==> config.mk <==
export PLATFORM = sky130hd
export DESIGN_NAME = pwm_multi_ch_flat
export DESIGN_NICKNAME = d
export VERILOG_FILES = /design/src/rtl/pwm_multi_ch_if.sv /design/src/rtl/pwm_multi_ch.sv /design/src/flat_wrapper.sv
export SDC_FILE = /design/constraint.sdc
export NUM_CORES = 1
export LEC_CHECK = 0
export CORE_MARGIN = 2
export CORE_UTILIZATION = 27
export CTS_CLUSTER_DIAMETER = 120
export CTS_CLUSTER_SIZE = 40
export DETAILED_ROUTE_END_ITERATION = 12
export PLACE_DENSITY = 0.43
export RECOVER_POWER = 100
export SYNTH_ARGS = -nofsm -noshare
export SYNTH_HDL_FRONTEND = slang
export SYNTH_SLANG_ARGS = --single-unit
==> constraint.sdc <==
create_clock -name clk -period 2.82 [get_ports clk]
set_input_delay 0.564 -clock clk [delete_from_list [all_inputs] [get_ports clk]]
set_output_delay 0.564 -clock clk [all_outputs]
set_load 0.02 [all_outputs]
==> src/rtl/pwm_multi_ch_if.sv <==
// ---------------------------------------------------------------------------
// pwm_multi_ch_if
//
// Purpose: duty-write bus for pwm_multi_ch. One single-cycle write strobe
// carries a channel index and a duty value.
//
// Signals:
//   duty_wr    single-cycle write strobe
//   duty_sel   channel index (SEL_W bits, at least 1)
//   duty_data  duty value (WIDTH bits)
//
// Modports:
//   master  drives the write (host / testbench side)
//   slave   receives the write (PWM block side)
// ---------------------------------------------------------------------------
interface pwm_multi_ch_if #(
    parameter int CH    = 4,
    parameter int WIDTH = 8,
    parameter int SEL_W = (CH > 1) ? $clog2(CH) : 1
);
    logic             duty_wr;
    logic [SEL_W-1:0] duty_sel;
    logic [WIDTH-1:0] duty_data;

    modport master (output duty_wr, output duty_sel, output duty_data);
    modport slave  (input  duty_wr, input  duty_sel, input  duty_data);
endinterface

==> src/rtl/pwm_multi_ch.sv <==
// ---------------------------------------------------------------------------
// pwm_multi_ch
//
// Purpose: CH independent PWM channels sharing one prescaler and one main
// counter. The counter runs edge-aligned (0..MAX, wrap) or center-aligned
// (0..MAX..1, 2*MAX steps). Each channel output is high while the counter is
// below the channel duty, forced high for duty == MAX.
//
// Optional feature: define PWM_SHADOW_EN to add a per-channel pending duty
// register. Writes then land in pending and are copied to the active duty at
// each period boundary (or go straight to active while disabled or when the
// write coincides with a boundary). Without the macro, writes update the
// active duty immediately and no pending registers exist.
//
// Ports:
//   clk          clock, all state on rising edge
//   rst_n        asynchronous active-low reset
//   en           run enable; low holds counters at 0 and outputs low
//   div          prescaler terminal value, one counter step every div+1 clocks
//   center_mode  0 = edge-aligned, 1 = center-aligned (sampled at boundary)
//   duty_bus     duty write bus (slave modport)
//   pwm_out      registered PWM outputs, bit i = channel i
//   period_tick  one-clock pulse when the counter steps to 0
// ---------------------------------------------------------------------------
module pwm_multi_ch #(
    parameter int CH    = 4,
    parameter int WIDTH = 8,
    parameter int DIV_W = 3
) (
    input  logic               clk,
    input  logic               rst_n,
    input  logic               en,
    input  logic [DIV_W-1:0]   div,
    input  logic               center_mode,
    pwm_multi_ch_if.slave      duty_bus,
    output logic [CH-1:0]      pwm_out,
    output logic               period_tick
);

    localparam int SEL_W = (CH > 1) ? $clog2(CH) : 1;
    localparam logic [WIDTH-1:0] MAX = '1;

    logic [DIV_W-1:0] presc_q, presc_d;
    logic [WIDTH-1:0] cnt_q, cnt_d;
    logic             dir_q, dir_d;      // 0 = counting up, 1 = counting down
    logic             mode_q, mode_d;    // center_mode latched for the current period
    logic             tick_q, tick_d;
    logic [CH-1:0]    pwm_q, pwm_d;
    logic [WIDTH-1:0] duty_q [CH];
    logic [WIDTH-1:0] duty_d [CH];
`ifdef PWM_SHADOW_EN
    logic [WIDTH-1:0] pend_q [CH];
    logic [WIDTH-1:0] pend_d [CH];
`endif

    logic step;
    logic boundary;

    // Prescaler, main counter, direction and mode latch.
    always_comb begin
        presc_d  = presc_q;
        cnt_d    = cnt_q;
        dir_d    = dir_q;
        mode_d   = mode_q;
        step     = 1'b0;
        boundary = 1'b0;
        if (!en) begin
            // Idle: the counter sits at the start of a period, so the mode
            // for the first period after enable is taken from the live input.
            presc_d = '0;
            cnt_d   = '0;
            dir_d   = 1'b0;
            mode_d  = center_mode;
        end else begin
            // >= rather than == so that lowering div below the current
            // count produces a step on the very next clock.
            if (presc_q >= div) begin
                step    = 1'b1;
                presc_d = '0;
            end else begin
                presc_d = presc_q + 1'b1;
            end

            if (step) begin
                if (!mode_q) begin
                    if (cnt_q == MAX) begin
                        cnt_d    = '0;
                        boundary = 1'b1;
                    end else begin
                        cnt_d = cnt_q + 1'b1;
                    end
                end else if (!dir_q) begin
                    if (cnt_q == MAX) begin
                        cnt_d = MAX - 1'b1;
                        dir_d = 1'b1;
                    end else begin
                        cnt_d = cnt_q + 1'b1;
                    end
                end else begin
                    if (cnt_q <= WIDTH'(1)) begin
                        cnt_d    = '0;
                        dir_d    = 1'b0;
                        boundary = 1'b1;
                    end else begin
                        cnt_d = cnt_q - 1'b1;
                    end
                end
                if (boundary) begin
                    mode_d = center_mode;
                end
            end
        end
        tick_d = boundary;
    end

    // Duty registers and per-channel compare.
    always_comb begin
        pwm_d = '0;
        for (int i = 0; i < CH; i++) begin
            duty_d[i] = duty_q[i];
`ifdef PWM_SHADOW_EN
            pend_d[i] = pend_q[i];
            if (boundary) begin
                duty_d[i] = pend_q[i];
            end
            if (duty_bus.duty_wr && (duty_bus.duty_sel == SEL_W'(i))) begin
                pend_d[i] = duty_bus.duty_data;
                if (!en || boundary) begin
                    duty_d[i] = duty_bus.duty_data;
                end
            end
`else
            if (duty_bus.duty_wr && (duty_bus.duty_sel == SEL_W'(i))) begin
                duty_d[i] = duty_bus.duty_data;
            end
`endif
            // Indices >= CH never match, so such writes fall through untouched.
            pwm_d[i] = en && ((duty_q[i] == MAX) || (cnt_q < duty_q[i]));
        end
    end

    always_ff @(posedge clk or negedge rst_n) begin
        if (!rst_n) begin
            presc_q <= '0;
            cnt_q   <= '0;
            dir_q   <= 1'b0;
            mode_q  <= 1'b0;
            tick_q  <= 1'b0;
            pwm_q   <= '0;
            for (int i = 0; i < CH; i++) begin
                duty_q[i] <= '0;
`ifdef PWM_SHADOW_EN
                pend_q[i] <= '0;
`endif
            end
        end else begin
            presc_q <= presc_d;
            cnt_q   <= cnt_d;
            dir_q   <= dir_d;
            mode_q  <= mode_d;
            tick_q  <= tick_d;
            pwm_q   <= pwm_d;
            for (int i = 0; i < CH; i++) begin
                duty_q[i] <= duty_d[i];
`ifdef PWM_SHADOW_EN
                pend_q[i] <= pend_d[i];
`endif
            end
        end
    end

    assign pwm_out     = pwm_q;
    assign period_tick = tick_q;

endmodule

==> src/flat_wrapper.sv <==
// flat-port wrapper written by rule: the top's interface ports become plain ports
module pwm_multi_ch_flat 
#(
    parameter int CH    = 4,
    parameter int WIDTH = 8,
    parameter int DIV_W = 3
)
  (clk, rst_n, en, div, center_mode, pwm_out, period_tick, duty_bus_duty_wr, duty_bus_duty_sel, duty_bus_duty_data);
  pwm_multi_ch_if #(.CH(CH), .WIDTH(WIDTH)) duty_bus_i ();
  input  logic clk;
  input  logic rst_n;
  input  logic en;
  input  logic [DIV_W-1:0] div;
  input  logic center_mode;
  output logic [CH-1:0] pwm_out;
  output logic period_tick;
  input wire logic [$bits(duty_bus_i.duty_wr)-1:0] duty_bus_duty_wr;
  input wire logic [$bits(duty_bus_i.duty_sel)-1:0] duty_bus_duty_sel;
  input wire logic [$bits(duty_bus_i.duty_data)-1:0] duty_bus_duty_data;
  assign duty_bus_i.duty_wr = duty_bus_duty_wr;
  assign duty_bus_i.duty_sel = duty_bus_duty_sel;
  assign duty_bus_i.duty_data = duty_bus_duty_data;
  pwm_multi_ch #(.CH(CH), .WIDTH(WIDTH), .DIV_W(DIV_W)) u_core (.clk(clk), .rst_n(rst_n), .en(en), .div(div), .center_mode(center_mode), .duty_bus(duty_bus_i), .pwm_out(pwm_out), .period_tick(period_tick));
endmodule
# After elaboration in Yosys (flattened, before gate mapping)
# Index checks and enable logic that the tools add are counted.
[classes]
eq_ne = 11
mux = 27
order_cmp = 6
add_sub_neg = 3
reduce_logical = 15
[ops]
columns = ["op", "n"]
rows = [
  ["$mux 8", 7],
  ["$eq 8x8->1 const B", 5],
  ["$lt 8x8->1", 4],
  ["$mux 1", 18],
  ["$add 8x1->8 const B", 1],
  ["$le 8x1->1 const B", 1],
  ["$logic_and 1x1->1", 8],
  ["$sub 8x1->8 const B", 1],
  ["$mux 3", 2],
  ["$ne 2x1->1 const B", 3],
  ["$eq 2x2->1 const B", 2],
  ["$logic_or 1x1->1", 4],
  ["$reduce_and 2->1", 2],
  ["$add 3x1->3 const B", 1],
  ["$ge 3x3->1", 1],
  ["$eq 2x1->1 const B", 1],
  ["$logic_not 2->1", 1],
]
[totals]
word_cells = 72
inputBits = 18
out_inout_bits = 5
regBits = 50

# Logic depth before layout (Yosys ltp)
[logic_depth]
depth_word = 9
depth_mapped = 8
depth_no_buf = 7

# Worst setup path after synthesis
# Ideal clock, no wire load.
[synth_timing]
kind = "register to register"
from = "reg u_core.cnt_q[0]"
to = "reg u_core.cnt_q[5]"
t_required_ps = 2742
synth_period_minus_slack_ps = 1975
stages_incl_launch_ff = 9
setup_ps = 78
path_slack_ps = 845
t_arrival_ps = 1898
path_cell_list = "dfrtp_1 clkbuf_1 inv_1 ha_1 or2_2 and4_4 o21bai_4 a211o_1 a21oi_1"
[synth_between]
elab_chain_cells = 6
[synth_lines]
columns = ["item", "line", "rtl"]
rows = [
  ["from (decl)", "pwm_multi_ch.sv:44", "logic [WIDTH-1:0] cnt_q, cnt_d;"],
  ["from (signal assigned)", "pwm_multi_ch.sv:158", "cnt_q <= cnt_d;"],
  ["$add 8x1->8 (tied with other cells)", "pwm_multi_ch.sv:90, pwm_multi_ch.sv:97", ""],
  ["$mux 8, on equally long branches", "pwm_multi_ch.sv:93, pwm_multi_ch.sv:100", ""],
  ["$mux 8", "pwm_multi_ch.sv:92", "end else if (!dir_q) begin"],
  ["$mux 8 *", "pwm_multi_ch.sv:85", "if (!mode_q) begin"],
  ["$mux 8 *", "pwm_multi_ch.sv:84", "if (step) begin"],
  ["$mux 8 *", "pwm_multi_ch.sv:67", "if (!en) begin"],
]
# Every way passes the cells marked *; elsewhere a longest branch is shown, timed or not. The select of a mux whose other input is x is not followed.
# A chain may end at the register's enable or synchronous reset.

# Worst setup path in the final report
[layout_timing]
from = "in div[2]"
to = "reg u_core.cnt_q[2]"
[layout_between]
elab_chain_cells = 4
[layout_lines]
columns = ["item", "line", "rtl"]
rows = [
  ["from (decl)", "flat_wrapper.sv:13", "input logic [DIV_W-1:0] div;"],
  ["$ge 3x3->1", "pwm_multi_ch.sv:77", "if (presc_q >= div) begin"],
  ["$mux 1", "pwm_multi_ch.sv:77", ""],
  ["$mux 1", "pwm_multi_ch.sv:67", ""],
  ["$ne 2x1->1 (no source line)", "--", ""],
]
# Every way passes these cells. The select of a mux whose other input is x is not followed.

==> results.ini <==
[placement]
port_buffers = 22
dp.cells = 482
place_hpwl_um = 6010
pre_cts_ws_ns = 0.376
gp_congestion = 0.813

[setup_path]
cp_cell_sequence = dlygate4sd3_1 > inv_1 > ha_1 > nand2_1 > o21ai_0 > clkbuf_1 > nand2_1 > nor4b_1 > a221o_1
cp_top_family = buffers and inverters
crit_path_end_kind = register
crit_buf_inv = 3
path_class = in -> reg
slowest_stage = dlygate4sd3_1
critPathLaunchType = input pin
max_stage_delay_ns = 0.52
cp.required_ns = 3.05
cp_data_arrival_time_ns = 2.54
cp_common_cell = nand2_1
crit_fanout = 8

[timing]
max_freq_mhz = 433
max_slew_margin_pct = -13.4
layout_setup_ws_ns = 0.508
clock_skew_ns = 0.00677
setup_viol = 0
period_share_pct = 82.0
rsz0062_at_grt = no
period_needed_ns = 2.31
tightestPinTransition_ns = 1.70
finalHoldViolations = 0
setup_tns_ns = 0
drv_slew = 30

[drt]
drc_errors = 0
routed_wl_um = 8310
drt_iter0_drc = 143
drt_pre_antenna_iters = 4
avgViaCountPerCell = 4.98
detail-route-antenna-nets = 0
wl_per_cell_um = 17.0
num_vias = 2440

[global_routing]
grt_pass1_wl_um = 13700
antenna_found_initial = 0
grt_max_degree = 30
grt_pass1_vias = 2545
track_usage_pct = 13.9
overflow = 0

[clock_tree]
root_buffer = clkbuf_16
clock_sinks = 50
cts_buffers = 5
post_cts_buffers = 0
cts_resized = 0
cts_buffer_depth = 2
clk_latency_ns = 0.29
cts_tree = yes
hold_buffers = 0
cts-htree-levels = 2
cts.clk_slew.worst_paths_ns = 0.07

[logic_synthesis]
yosysWarnings = 0
avgSynthCellArea_um2 = 9.96
yosysUniqueCellTypes = 56
syn_nets = 374
synth-seq-area-share_pct = 39.2
synth_ff_type = dfrtp_1
synth_seq_cells = 50
netlist_area_um2 = 3200
syn-instance-count = 321
synth-async-reset-ratio_pct = 100
synth_enable_flop_cells = 0

[outcome]
status = finished, violations left
violations = max-capacitance violations, max-slew violations

[layout]
drive_gt1_share_pct = 12.1
nets = 399
syn_to_final_growth_pct = 15.8
fin_cells = 490
diodes = 0
fill_cells = 1192

[worst_hold_path]
holdCritPathClass = in -> async

[flow_run]
cap_violations = 1

[floorplan]
fp-row-count = 39
start_util_pct = 27.9
die_area_um2 = 12700
die_w_um = 113
io-pin-count = 23
design.core.area_um2 = 11500
die_h_um = 113

[power]
power_leakage_nw = 1.70
vdd_ir_drop_max_v = 0.000222
power_density_nw_per_um2 = 562

## metrics by stage
stage          hold slack [ns]  total power (W)  util (%)  instance area (um2)
3_3_place_gp             0.389          0.00149      31.3                 3590
3_5_place_dp             0.388          0.00150      31.3                 3590
4_1_cts                 0.0703          0.00213      32.6                 3730
6_report                 0.117          0.00208      32.3                 3700
2_1_floorplan            0.268          0.00130         -                 3200
5_1_grt                  0.112          0.00225      32.3                 3700
## placed cells by master (no fill, tap or decap), types with 11 or more instances in the layout
master	n
nand2_1	25
nor2_1	13
nand4_1	11
o21ai_0	18
inv_1	34
clkdlybuf4s50_1	14
ha_1	35
dfrtp_1	50
mux2_2	25
## power by group
part,switching [W],internal [W]
combinational,0.000271,0.000255
clock,0.000284,0.000330
sequential,0.000116,0.000825
total,0.000670,0.00141
## kinds of logic (layout without fill, tap and decap cells)
group,after synthesis,count (layout),share of synthesized area [%]
DFF,50,50,39.2
xor gates and xnor gates,4,4,1.10
AOI/OAI and AO/OA,76,76,16.4
muxes,26,26,9.12
adders and majority gates,35,35,13.7
and+or+nand+nor,85,85,15.0
buffers and inverters,45,71,5.60
## sequential cells by signal (all words and copies together) (netlist names)
signal,flops
u_core.cnt_q,8
u_core.period_tick,1
u_core.dir_q,1
u_core.mode_q,1
u_core.duty_q,32
u_core.presc_q,3
u_core.pwm_out,4
## Yosys cell counts (2+ instances only)
cell       n  area share [%]
nand3_1    3            0.47
inv_1     34             4.0
nand3b_1   4            0.94
dfrtp_1   50              39
a31oi_1    6             1.2
nor2b_1    3            0.59
ha_1      35              14
nand2b_1   5            0.98
o21a_1     9             2.1
mux2_2    25             8.8
and4_1     2            0.55
nor2_1    13             1.5
xnor2_1    3            0.82
nand2_1   25             2.9
nand4_1   11             2.2
o21ai_0   17             2.7
o21bai_1   4            0.94
a211oi_1   8             1.9
o22ai_1    5            0.98
o311ai_0   2            0.55
buf_2      4            0.63
clkbuf_1   5            0.59
and3_1     7             1.4
a21oi_1    9             1.4
## worst register-to-register path: stages (launching register included)
cell      delay, ns
dfrtp_1        0.66
inv_1          0.10
ha_1           0.26
or2_2          0.31
and4_1         0.25
o21bai_1       0.22
a211o_1        0.30
a21oi_1        0.13
## metal layers
layer / GRT usage, % / vias up / part of all wire (%)
met5: 0 / - / 0
met4: 3.74 / 0 / 0.93
met3: 1.61 / 5 / 2.9
met2: 24.0 / 27 / 49
met1: 18.6 / 1196 / 47
li1: - / 1212 / -
## area by class of cell
class	instances	area, um2	area share (%)
tap	143	179	4.84
sequential	50	1250	33.8
clock inverter	3	18.8	0.507
clock buffer	5	125	3.38
multi-input combinational	226	1750	47.2
timing repair buffer	29	251	6.80
inverter	34	128	3.45
## final timing paths
check | depth (start not counted) | startpoint | slack, ns | end
setup / recovery | 9 | div[2] | 0.51 | u_core.cnt_q[2]$_DFFE_PN0P_
hold / removal | 1 | rst_n | 0.12 | u_core.pwm_out[3]$_DFF_PN0_
setup reg to reg | 7 | u_core.cnt_q[0]$_DFFE_PN0P_ | 0.52 | u_core.cnt_q[5]$_DFFE_PN0P_
hold reg to reg | 1 | u_core.presc_q[0]$_DFF_PN0_ | 0.47 | u_core.presc_q[0]$_DFF_PN0_
max in group asynchronous | 2 | rst_n | 0.82 | u_core.duty_q[28]$_DFFE_PN0P_
min in group clk | 1 | u_core.presc_q[0]$_DFF_PN0_ | 0.47 | u_core.presc_q[0]$_DFF_PN0_
No activity file was read; power rests on OpenSTA's default activity.
